<file path="config.mk">
export PLATFORM = sky130hd
export DESIGN_NAME = ram_frame_reader
export DESIGN_NICKNAME = d
export VERILOG_FILES = /design/src/rtl/ram_frame_reader_pkg.sv /design/src/rtl/ram_frame_reader_fifo.sv /design/src/rtl/ram_frame_reader.sv
export SDC_FILE = /design/constraint.sdc
export NUM_CORES = 1
export LEC_CHECK = 0
export CAP_MARGIN = 40
export CORE_ASPECT_RATIO = 0.5
export CORE_MARGIN = 2
export CORE_UTILIZATION = 45
export CTS_BUF_LIST = sky130_fd_sc_hd__clkbuf_8
export CTS_CLUSTER_DIAMETER = 50
export DETAILED_ROUTE_END_ITERATION = 10
export HOLD_SLACK_MARGIN = 0.03
export PLACE_DENSITY = 0.69
export SYNTH_ARGS = -nofsm -noshare
export SYNTH_HDL_FRONTEND = slang
export SYNTH_SLANG_ARGS = --single-unit
</file>
<file path="constraint.sdc">
create_clock -name clk_50mhz_clk -period 3.9 [get_ports clk_50mhz_clk]
set_input_delay 0.78 -clock clk_50mhz_clk [delete_from_list [all_inputs] [get_ports clk_50mhz_clk]]
set_output_delay 0.78 -clock clk_50mhz_clk [all_outputs]
set_load 0.05 [all_outputs]
</file>
<file path="src/rtl/ram_frame_reader_pkg.sv">
// Shared types, FIFO sizing and the bit-reverse helper for ram_frame_reader.
// bitrev() is only called when FRAME_READER_BITREV_EN is defined.
package ram_frame_reader_pkg;

  typedef enum logic [1:0] {
    IDLE  = 2'd0,
    ISSUE = 2'd1,
    DRAIN = 2'd2
  } state_e;

  localparam int FIFO_DEPTH   = 4;
  localparam int FIFO_PTR_W   = $clog2(FIFO_DEPTH);
  localparam int FIFO_CNT_W   = $clog2(FIFO_DEPTH + 1);
  localparam int BITREV_MAX_W = 16;

  // Reverses the low w bits of v; bits at and above w come back as zero.
  function automatic logic [BITREV_MAX_W-1:0] bitrev(input logic [BITREV_MAX_W-1:0] v,
                                                     input int w);
    logic [BITREV_MAX_W-1:0] src;
    logic [BITREV_MAX_W-1:0] res;
    src = v;
    res = '0;
    for (int i = 0; i < BITREV_MAX_W; i++) begin
      if (i < w) begin
        res = {res[BITREV_MAX_W-2:0], src[0]};
        src = {1'b0, src[BITREV_MAX_W-1:1]};
      end else begin
        res = res;
      end
    end
    return res;
  endfunction

endpackage

</file>
<file path="src/rtl/ram_frame_reader_fifo.sv">
// Four-entry synchronous data FIFO with occupancy count; push and pop may
// happen in the same cycle. The head word is read straight from the storage.
module ram_frame_reader_fifo
  import ram_frame_reader_pkg::*;
#(
  parameter int DATA_W = 32
) (
  input  logic                  clk_i,
  input  logic                  rst_i,
  input  logic                  push_i,
  input  logic [DATA_W-1:0]     data_i,
  input  logic                  pop_i,
  output logic [DATA_W-1:0]     data_o,
  output logic [FIFO_CNT_W-1:0] count_o
);

  logic [DATA_W-1:0]     mem_q [FIFO_DEPTH];
  logic [FIFO_PTR_W-1:0] wr_ptr_q;
  logic [FIFO_PTR_W-1:0] rd_ptr_q;
  logic [FIFO_CNT_W-1:0] count_q;
  logic                  push_ok_s;
  logic                  pop_ok_s;

  assign push_ok_s = push_i && (count_q != FIFO_CNT_W'(FIFO_DEPTH));
  assign pop_ok_s  = pop_i && (count_q != '0);

  // Storage, pointers and count; storage is cleared so the head reads zero after reset.
  always_ff @(posedge clk_i) begin
    if (rst_i) begin
      for (int i = 0; i < FIFO_DEPTH; i++) begin
        mem_q[i] <= '0;
      end
      wr_ptr_q <= '0;
      rd_ptr_q <= '0;
      count_q  <= '0;
    end else begin
      if (push_ok_s) begin
        mem_q[wr_ptr_q] <= data_i;
        wr_ptr_q        <= wr_ptr_q + FIFO_PTR_W'(1);
      end
      if (pop_ok_s) begin
        rd_ptr_q <= rd_ptr_q + FIFO_PTR_W'(1);
      end
      count_q <= count_q + FIFO_CNT_W'(push_ok_s) - FIFO_CNT_W'(pop_ok_s);
    end
  end

  assign data_o  = mem_q[rd_ptr_q];
  assign count_o = count_q;

endmodule

</file>
<file path="src/rtl/ram_frame_reader.sv">
// Frame reader: fetches FRAME_LEN words from the sample RAM and streams them with sop/eop.
// Define FRAME_READER_BITREV_EN to fetch in bit-reversed index order.
module ram_frame_reader
  import ram_frame_reader_pkg::*;
#(
  parameter int ADDR_W       = 11,
  parameter int DATA_W       = 32,
  parameter int FRAME_LEN    = 1024,
  parameter int READ_LATENCY = 1
) (
  input  logic                clk_50mhz_clk,
  input  logic                reset_reset,
  input  logic                start,
  input  logic [ADDR_W-1:0]   base_addr,
  output logic                busy,
  output logic                done,
  output logic [ADDR_W-1:0]   mem_address,
  output logic                mem_chipselect,
  output logic                mem_clken,
  output logic                mem_write,
  output logic [DATA_W-1:0]   mem_writedata,
  output logic [DATA_W/8-1:0] mem_byteenable,
  input  logic [DATA_W-1:0]   mem_readdata,
  output logic                out_valid,
  input  logic                out_ready,
  output logic [DATA_W-1:0]   out_data,
  output logic                out_sop,
  output logic                out_eop
);

  localparam int               IDX_W    = $clog2(FRAME_LEN);
  localparam logic [IDX_W-1:0] LAST_IDX = IDX_W'(FRAME_LEN - 1);

  state_e                  state_q;
  logic [ADDR_W-1:0]       base_q;
  logic [ADDR_W-1:0]       addr_q;
  logic [ADDR_W-1:0]       addr_d;
  logic [ADDR_W-1:0]       issue_base_s;
  logic [IDX_W-1:0]        idx_q;
  logic [IDX_W-1:0]        issue_idx_s;
  logic [IDX_W-1:0]        out_cnt_q;
  logic                    cs_q;
  logic                    busy_q;
  logic                    done_q;
  logic                    issue_d;
  logic [READ_LATENCY-1:0] vld_q;
  logic [FIFO_CNT_W-1:0]   occ_q;
  logic [FIFO_CNT_W-1:0]   occ_after_pop_s;
  logic [FIFO_CNT_W-1:0]   fifo_count_s;
  logic [DATA_W-1:0]       fifo_data_s;
  logic                    pop_s;
  logic                    push_s;
  logic                    credit_ok_s;
  logic                    valid_s;
  logic                    eop_s;

  function automatic logic [IDX_W-1:0] map_idx(input logic [IDX_W-1:0] idx);
`ifdef FRAME_READER_BITREV_EN
    return IDX_W'(bitrev(BITREV_MAX_W'(idx), IDX_W));
`else
    return idx;
`endif
  endfunction

  // occ_q counts every read from its issue decision until its word leaves the
  // FIFO, so it bounds inflight + fifo_count and the FIFO can never overflow.
  assign valid_s         = (fifo_count_s != '0);
  assign pop_s           = valid_s && out_ready;
  assign push_s          = vld_q[READ_LATENCY-1];
  assign eop_s           = valid_s && (out_cnt_q == LAST_IDX);
  assign occ_after_pop_s = occ_q - FIFO_CNT_W'(pop_s);
  assign credit_ok_s     = (occ_after_pop_s < FIFO_CNT_W'(FIFO_DEPTH));

  // Next-cycle read decision and its address.
  always_comb begin
    issue_d      = 1'b0;
    issue_base_s = base_q;
    issue_idx_s  = idx_q;
    case (state_q)
      IDLE: begin
        issue_d      = start;
        issue_base_s = base_addr;
        issue_idx_s  = '0;
      end
      ISSUE:   issue_d = credit_ok_s;
      DRAIN:   issue_d = 1'b0;
      default: issue_d = 1'b0;
    endcase
    addr_d = issue_base_s + ADDR_W'(map_idx(issue_idx_s));
  end

  // Frame FSM with registered busy/done and RAM command outputs.
  always_ff @(posedge clk_50mhz_clk) begin
    if (reset_reset) begin
      state_q <= IDLE;
      base_q  <= '0;
      idx_q   <= '0;
      cs_q    <= 1'b0;
      addr_q  <= '0;
      busy_q  <= 1'b0;
      done_q  <= 1'b0;
    end else begin
      done_q <= 1'b0;
      cs_q   <= issue_d;
      if (issue_d) begin
        addr_q <= addr_d;
      end
      case (state_q)
        IDLE: begin
          if (start) begin
            state_q <= ISSUE;
            base_q  <= base_addr;
            idx_q   <= IDX_W'(1);
            busy_q  <= 1'b1;
          end
        end
        ISSUE: begin
          if (issue_d) begin
            idx_q <= idx_q + IDX_W'(1);
            if (idx_q == LAST_IDX) begin
              state_q <= DRAIN;
            end
          end
        end
        DRAIN: begin
          if (pop_s && eop_s) begin
            state_q <= IDLE;
            busy_q  <= 1'b0;
            done_q  <= 1'b1;
          end
        end
        default: state_q <= IDLE;
      endcase
    end
  end

  // Read-return tracking, credit count and output word counter.
  always_ff @(posedge clk_50mhz_clk) begin
    if (reset_reset) begin
      vld_q     <= '0;
      occ_q     <= '0;
      out_cnt_q <= '0;
    end else begin
      vld_q <= READ_LATENCY'({vld_q, cs_q});
      occ_q <= occ_after_pop_s + FIFO_CNT_W'(issue_d);
      if ((state_q == IDLE) && start) begin
        out_cnt_q <= '0;
      end else if (pop_s) begin
        out_cnt_q <= out_cnt_q + IDX_W'(1);
      end else begin
        out_cnt_q <= out_cnt_q;
      end
    end
  end

  ram_frame_reader_fifo #(
    .DATA_W (DATA_W)
  ) u_fifo (
    .clk_i   (clk_50mhz_clk),
    .rst_i   (reset_reset),
    .push_i  (push_s),
    .data_i  (mem_readdata),
    .pop_i   (pop_s),
    .data_o  (fifo_data_s),
    .count_o (fifo_count_s)
  );

  assign busy           = busy_q;
  assign done           = done_q;
  assign mem_address    = addr_q;
  assign mem_chipselect = cs_q;
  assign mem_clken      = 1'b1;
  assign mem_write      = 1'b0;
  assign mem_writedata  = '0;
  assign mem_byteenable = '1;
  assign out_valid      = valid_s;
  assign out_data       = fifo_data_s;
  assign out_sop        = valid_s && (out_cnt_q == '0);
  assign out_eop        = eop_s;

endmodule

</file>
==> results.md <==
- GRT Overall Usage: 0.1802
- CP arrival: 2.58 ns
- Synthesized area: 8813 µm²
- Critical path peak fanout: 25
- Core Region: 19320 µm²
- CTS resizes: 0
- Skew final: 0.01112 ns
- Final Non-Filler Cells: 1119
- TritonCTS clock tree: done
- RSZ-0062 raised after global routing: false
- Final net count: 910
- Cell taking the most area after synthesis: edfxtp_1
- Tcrit/Tclk final: 0.8621
- RR Endpoint: mem_address[8]$_SDFFE_PP0P_
- Synth top area cells: edfxtp_1 (44%), dfxtp_1 (14%), mux4_2 (8.2%)
- Placed insts: 1089
- Setup TNS: 0 ns
- Diodes inserted: 0
- Detailed placement HPWL: 11680 µm
- Initial Utilization: 0.4561
- Clk sink count: 188
- GRT overflow: 0
- Hold WC Path Type: flop to flop
- Commonest non-fill, non-tap cells in the layout: edfxtp_1 (128), nor2_1 (100), clkdlybuf4s50_1 (95)
- Req. time, crit path: 3.12 ns
- Max incr delay on CP: 0.72 ns
- Origin of the critical flop-to-flop path: state_q[1]$_SDFFE_PP0P_
- Clk buf depth: 2
- Die Y: 103.0 µm
- Max IR drop VDD: 0.0002241 V
- Min cycle time layout: 3.362 ns
- Min-Delay Path Depth: 2
- Post-synth EDFFs: 128
- RD Place Congestion: 0.8164
- Worst-Margin Slew: 0.8495 ns
- LEAKAGE: 0.003964 µW
- Synth Instances: 750
- Total number of vias: 5570
- Initial antenna violation count: 0
- Syn Area/Cell: 11.75 µm²
- Most common cell after layout, fill and taps aside: edfxtp_1
- Buf/Inv on CP: 2
- Async S/R FF share, synth: 0
- Hold_sp: base_q[1]$_SDFFE_PP0P_
- Crit start category: flop
- Yosys warning total: 0
- Routed WL: 18120 µm
- Slew margin rel.: 0.4337
- Worst R2R Setup Slack: 0.84 ns
- Skew-Pair Late Insertion Delay: 0.46 ns
- Main flop type after synthesis: edfxtp_1
- 1st-iter DRT viols: 293
- Fmax: 297.4 MHz
- Synthesis-stage register bit count: 188
- Area of the multi-input gates: 3306 µm²
- # fillers: 1666
- Hold Path End: base_q[1]$_SDFFE_PP0P_
- Routed Antenna Nets: 0
- Reg2Reg Depth: 10
- Avg WL per Cell: 16.19 µm
- Sequential share of the synthesized area: 0.5724
- Final setup vio count: 0
- Die area: 20790 µm²
- Detailed Routing Iterations Pass 1: 4
- H-tree depth: 4
- Worst path top cell family by delay: buffers and inverters
- First-pass GRT wire length: 28660 µm
- WHS: 0.4562 ns
- Cell variety after synth: 57
- Io pins: 134
- Max Cap Viol: 0
- Power Dens Cells: 524.7 nW/µm²
- Port Buffer Count: 95
- Fin. max-slew vios: 0
- Register area: 5047 µm²
- CTS root buf: clkbuf_8
- Share of layout cells above drive strength 1: 0.1278
- Top cell type's share of synthesized area: 0.4361
- Via density: 4.978
- Post-CTS Hold Fix Bufs: 0
- Drt drc: 0
- Fin. Hold Viols: 0
- Setup bufs post-CTS: 0
- Pin count of the biggest net entering global routing: 46
- Crit-path slowest cell: clkdlybuf4s50_1
- Worst Setup End Kind: primary output
- DIE WIDTH: 201.9 µm
- Rows: 36
- Critical path class: flop to primary output
- CTS clk-pin slew, worst paths: 0.09 ns
- Synth-to-layout area growth: 17.23%
- Clock buffers created by TritonCTS: 17
- Status: finished, final reports clean
- CP Cell Sequence: buf_12, mux4_2, clkdlybuf4s50_1
- Vias in the first global route: 5656
-- registers in the layout, summed over array words and instances (netlist names), named ones only --
name / cells
state_q: 2
done: 1
u_fifo.mem_q: 128
mem_address: 11
mem_chipselect: 1
u_fifo.wr_ptr_q: 2
busy: 1
u_fifo.count_o: 3
u_fifo.rd_ptr_q: 2
push_s: 1
out_cnt_q: 10
idx_q: 10
base_q: 11
occ_q: 3
-- synthesized netlist by cell type, types with 3 or more instances --
cell,instances
and3_1,3
nand2b_1,4
a21o_1,6
nand2_1,80
nor4_1,7
xor2_1,11
mux4_2,32
nand4_1,9
xnor2_1,15
and2_1,33
dfxtp_1,60
clkbuf_1,21
nor2_1,101
buf_4,38
buf_1,4
nand3b_1,4
inv_1,49
nor2b_1,15
nand3_1,9
buf_2,8
o21ai_0,7
mux2_2,11
a21oi_1,28
o21bai_1,4
ha_1,19
nor3_1,6
o211ai_1,3
edfxtp_1,128
-- where the power goes --
part	total, µW	leakage (µW)	switching [µW]	internal, µW
Clock	1270	0.000194	703	571
Sequential	2370	0.00181	92.2	2270
Combinational	1780	0.00196	1110	673
Total	5420	0.00396	1900	3520
-- worst max path at each step --
stage	start	end	slack [ns]	cells past startpoint
CTS	flop	out_data[1]	0.45	3
detailed placement	out_ready	mem_address[10]$_SDFFE_PP0P_	0.56	12
global placement	out_ready	occ_q[2]$_SDFF_PP0_	0.66	13
floorplan	out_ready	occ_q[1]$_SDFF_PP0_	0.98	12
global route	flop	out_data[27]	0.41	3
finish	flop	out_data[31]	0.54	3
-- per-layer routing --
metal,GRT usage,share of wire
met5,0,0
met4,0.05600,0.011
met2,0.3331,0.51
met1,0.2171,0.43
met3,0.03540,0.047
-- logic make-up after synthesis --
family	Yosys count	share of synthesized area
AND/OR/NAND/NOR	279	0.1485
flip-flops	188	0.5724
buffers and inverters	124	0.07198
AO/OA/AOI/OAI	66	0.05125
multiplexers	43	0.09583
XOR/XNOR	27	0.02768
adder cells (fa/ha/maj)	21	0.03152
other	2	0.0008521
-- per-stage QoR --
stage | total power (µW) | instance area [µm²] | utilization | worst slack, ns
floorplan | 3700 | 8949 | - | 0.9838
global placement | 4199 | 9957 | 0.5153 | 0.6635
detailed placement | 4219 | 9957 | 0.5153 | 0.5633
CTS | 5488 | 10330 | 0.5347 | 0.4547
global route | 5670 | 10330 | 0.5347 | 0.4134
finish | 5422 | 10330 | 0.5347 | 0.5377
-- final cells by class --
cell class	instances	share of cell area
timing repair buffer	111	0.1049
clock inverter	13	0.01368
multi-input combinational	474	0.3199
clock buffer	17	0.02264
tap	266	0.03221
inverter	50	0.01816
sequential	188	0.4885
-- worst register-to-register path, stage by stage, from the launching register on --
cell and delay, ns:
dfxtp_1 0.48, nor2_1 0.16, buf_4 0.29, mux2_2 0.38, ha_1 0.21, fa_1 0.40, a21o_1 0.19, nand4_1 0.16
nand2_1 0.10, a311o_1 0.36, a32o_1 0.24
(Power assumes the default switching activity.)
==> variant (config.mk and constraints unchanged) <==
`FRAME_LEN`: 1024 -> 512.
--- a/src/rtl/ram_frame_reader.sv
+++ b/src/rtl/ram_frame_reader.sv
@@ -7,3 +7,3 @@
   parameter int DATA_W       = 32,
-  parameter int FRAME_LEN    = 1024,
+  parameter int FRAME_LEN    = 512,
   parameter int READ_LATENCY = 1
Function: no difference found for any inputs over 4 cycles, from zero or initial values and one cycle with reset_reset high; that may be too few to reach the edited logic, so the function may still have changed.
==> variant against the original RTL <==
Maximum frequency up 4.3%; highest routed layer unchanged; non-clock buffer count up 2; total power up 1.3%; final area down 0.56%; largest power group unchanged; worst hold slack better by 0.0014 ns; sequential cell count down 2; synthesized area down 1.7%; worst setup slack better by 0.14 ns; routed wire length down 5.0%.
==> variant: results (changes against the original RTL) <==
Parameter                              Value

Synth
  Adder-cell share of the synthesized area ... 3.35% (+0.20 points)
  Gate Count Post-Synth ... 738 (-1.6%)
  Synthesized-area fraction occupied by ao, oa, aoi and oai cells ... 4.35% (-0.78 points)
  Multiplexer fraction of the synthesized cell area ... 10.0% (+0.44 points)
  Largest cells by area after synthesis ... sky130_fd_sc_hd__edfxtp_1, sky130_fd_sc_hd__dfxtp_1, sky130_fd_sc_hd__mux4_2
  Count of cell types in the netlist ... 55 (-3.5%)
  Share of the synthesized netlist area taken by xor and xnor gates ... 2.22% (-0.54 points)
  Leading post-synthesis cells by instance count ... sky130_fd_sc_hd__edfxtp_1, sky130_fd_sc_hd__nor2_1, sky130_fd_sc_hd__nand2_1
  Sequential share of the synthesized area ... 57.8% (+0.51 points)

Finish
  Number of nets in the finished design ... 902 (-0.88%)
  Proportion of layout cells with a drive suffix above 1 ... 12.8% (about the same)
  Number of antenna cells inserted ... 0 (unchanged)
  Non-filler instance count after layout ... 1105 (-1.3%)
  Filler cells ... 1571 (-5.7%)

Drt
  Detailed-routed wire length on met2 ... 8720 µm (-6.0%)
  Average routed wire per standard cell ... 15.6 µm (-3.8%)
  Starting DRC count in detailed routing ... 311 (+6.1%)
  Met1 Routed Length ... 7510 µm (-3.6%)
  Total met3 wirelength after detailed routing ... 882 µm (+4.3%)
  Detailed-route via count ... 5531 (-0.70%)

Critical path
  Worst reg-to-reg path cell count ... 9 (-1)
  Top fanout value on the critical path ... 18 (-28%)
  Arrival @ worst endpoint ... 2.44 ns (-0.14 ns)

Global route
  First-pass GRT wire length ... 27500 µm (-4.1%)
  Pin count of the biggest net entering global routing ... 38 (-17%)
  GR Util All Layers ... 17.3% (-0.76 points)

Placed design
  Instance area after placement ... 9890 µm² (-0.63%)
  Placer's final routability congestion estimate ... 0.848 (+3.9%)
  Worst setup slack after placement ... 0.575 ns (+0.0116 ns)
  Post-detailed-placement half-perimeter wirelength ... 11300 µm (-3.1%)

STA
  Slew at the pin closest to its max-slew limit ... 0.645 ns (-0.205 ns)
  Max Clock Skew ... 0.0149 ns (+0.00374 ns)

Pwr
  VDD IR max ... 254 µV (+13%)
  Leakage component of the power ... 4.00 nW (+0.83%)
  Power dissipated by switching net loads ... 1.98 mW (+4.0%)

Clock tree
  Clock Tree Buf Depth ... 2 (unchanged)
  Clock transition at path regs ... 0.10 ns

Outcome
  Outcome ... finished clean
-- variant: changes by cell type in the layout (fill, tap and decap cells not counted), sizes merged, moves of 3 or more --
cell      unedited run  this run
a21oi               30        27
nand4                9         5
o211ai               3         0
clkinvlp             1         4
o21bai               4         1
o31a                 0         3
xnor2               16        13
inv                 55        58
or3                  0         3
nor2               101        98
-- variant: path summary, 6_finish.rpt --
check                  start              to  slack (ns)
setup / recovery        flop    out_data[28]        0.68
hold / removal     base_q[0]       base_q[0]        0.46
setup reg to reg  state_q[1]  mem_address[9]        0.85
hold reg to reg    base_q[0]       base_q[0]        0.46
-- variant: power groups by stage --
stage               clock (mW)  combinational [mW]  sequential (mW)
finish                    1.24                1.91             2.34
global route              1.35                2.04             2.36
CTS                       1.28                1.94             2.34
detailed placement           0                1.93             2.39
global placement             0                1.91             2.38
floorplan                    0                1.32             2.45
-- variant: critical path, stage by stage (launching register included) --
cell                              delay [ns]
sky130_fd_sc_hd__dfxtp_2                0.34
sky130_fd_sc_hd__buf_4                  0.33
sky130_fd_sc_hd__mux4_2                 0.59
sky130_fd_sc_hd__clkdlybuf4s50_1        0.72
-- variant: layer usage --
layer | vias up | track usage, %
li1 | 2673 | -
met1 | 2700 | 22.0
met2 | 149 | 31.1
met3 | 9 | 3.92
met4 | 0 | 3.02
met5 | - | 0
-- variant: area by class of cell --
class	instances	area, µm²	share of cell area, %
Sequential cell	186	5010	48.7
Timing Repair Buffer	113	1160	11.3
Tap cell	259	324	3.15
Clock buffer	17	234	2.28
Clock inverter	15	146	1.42
Inverter	51	191	1.86
Multi-Input combinational cell	464	3220	31.3
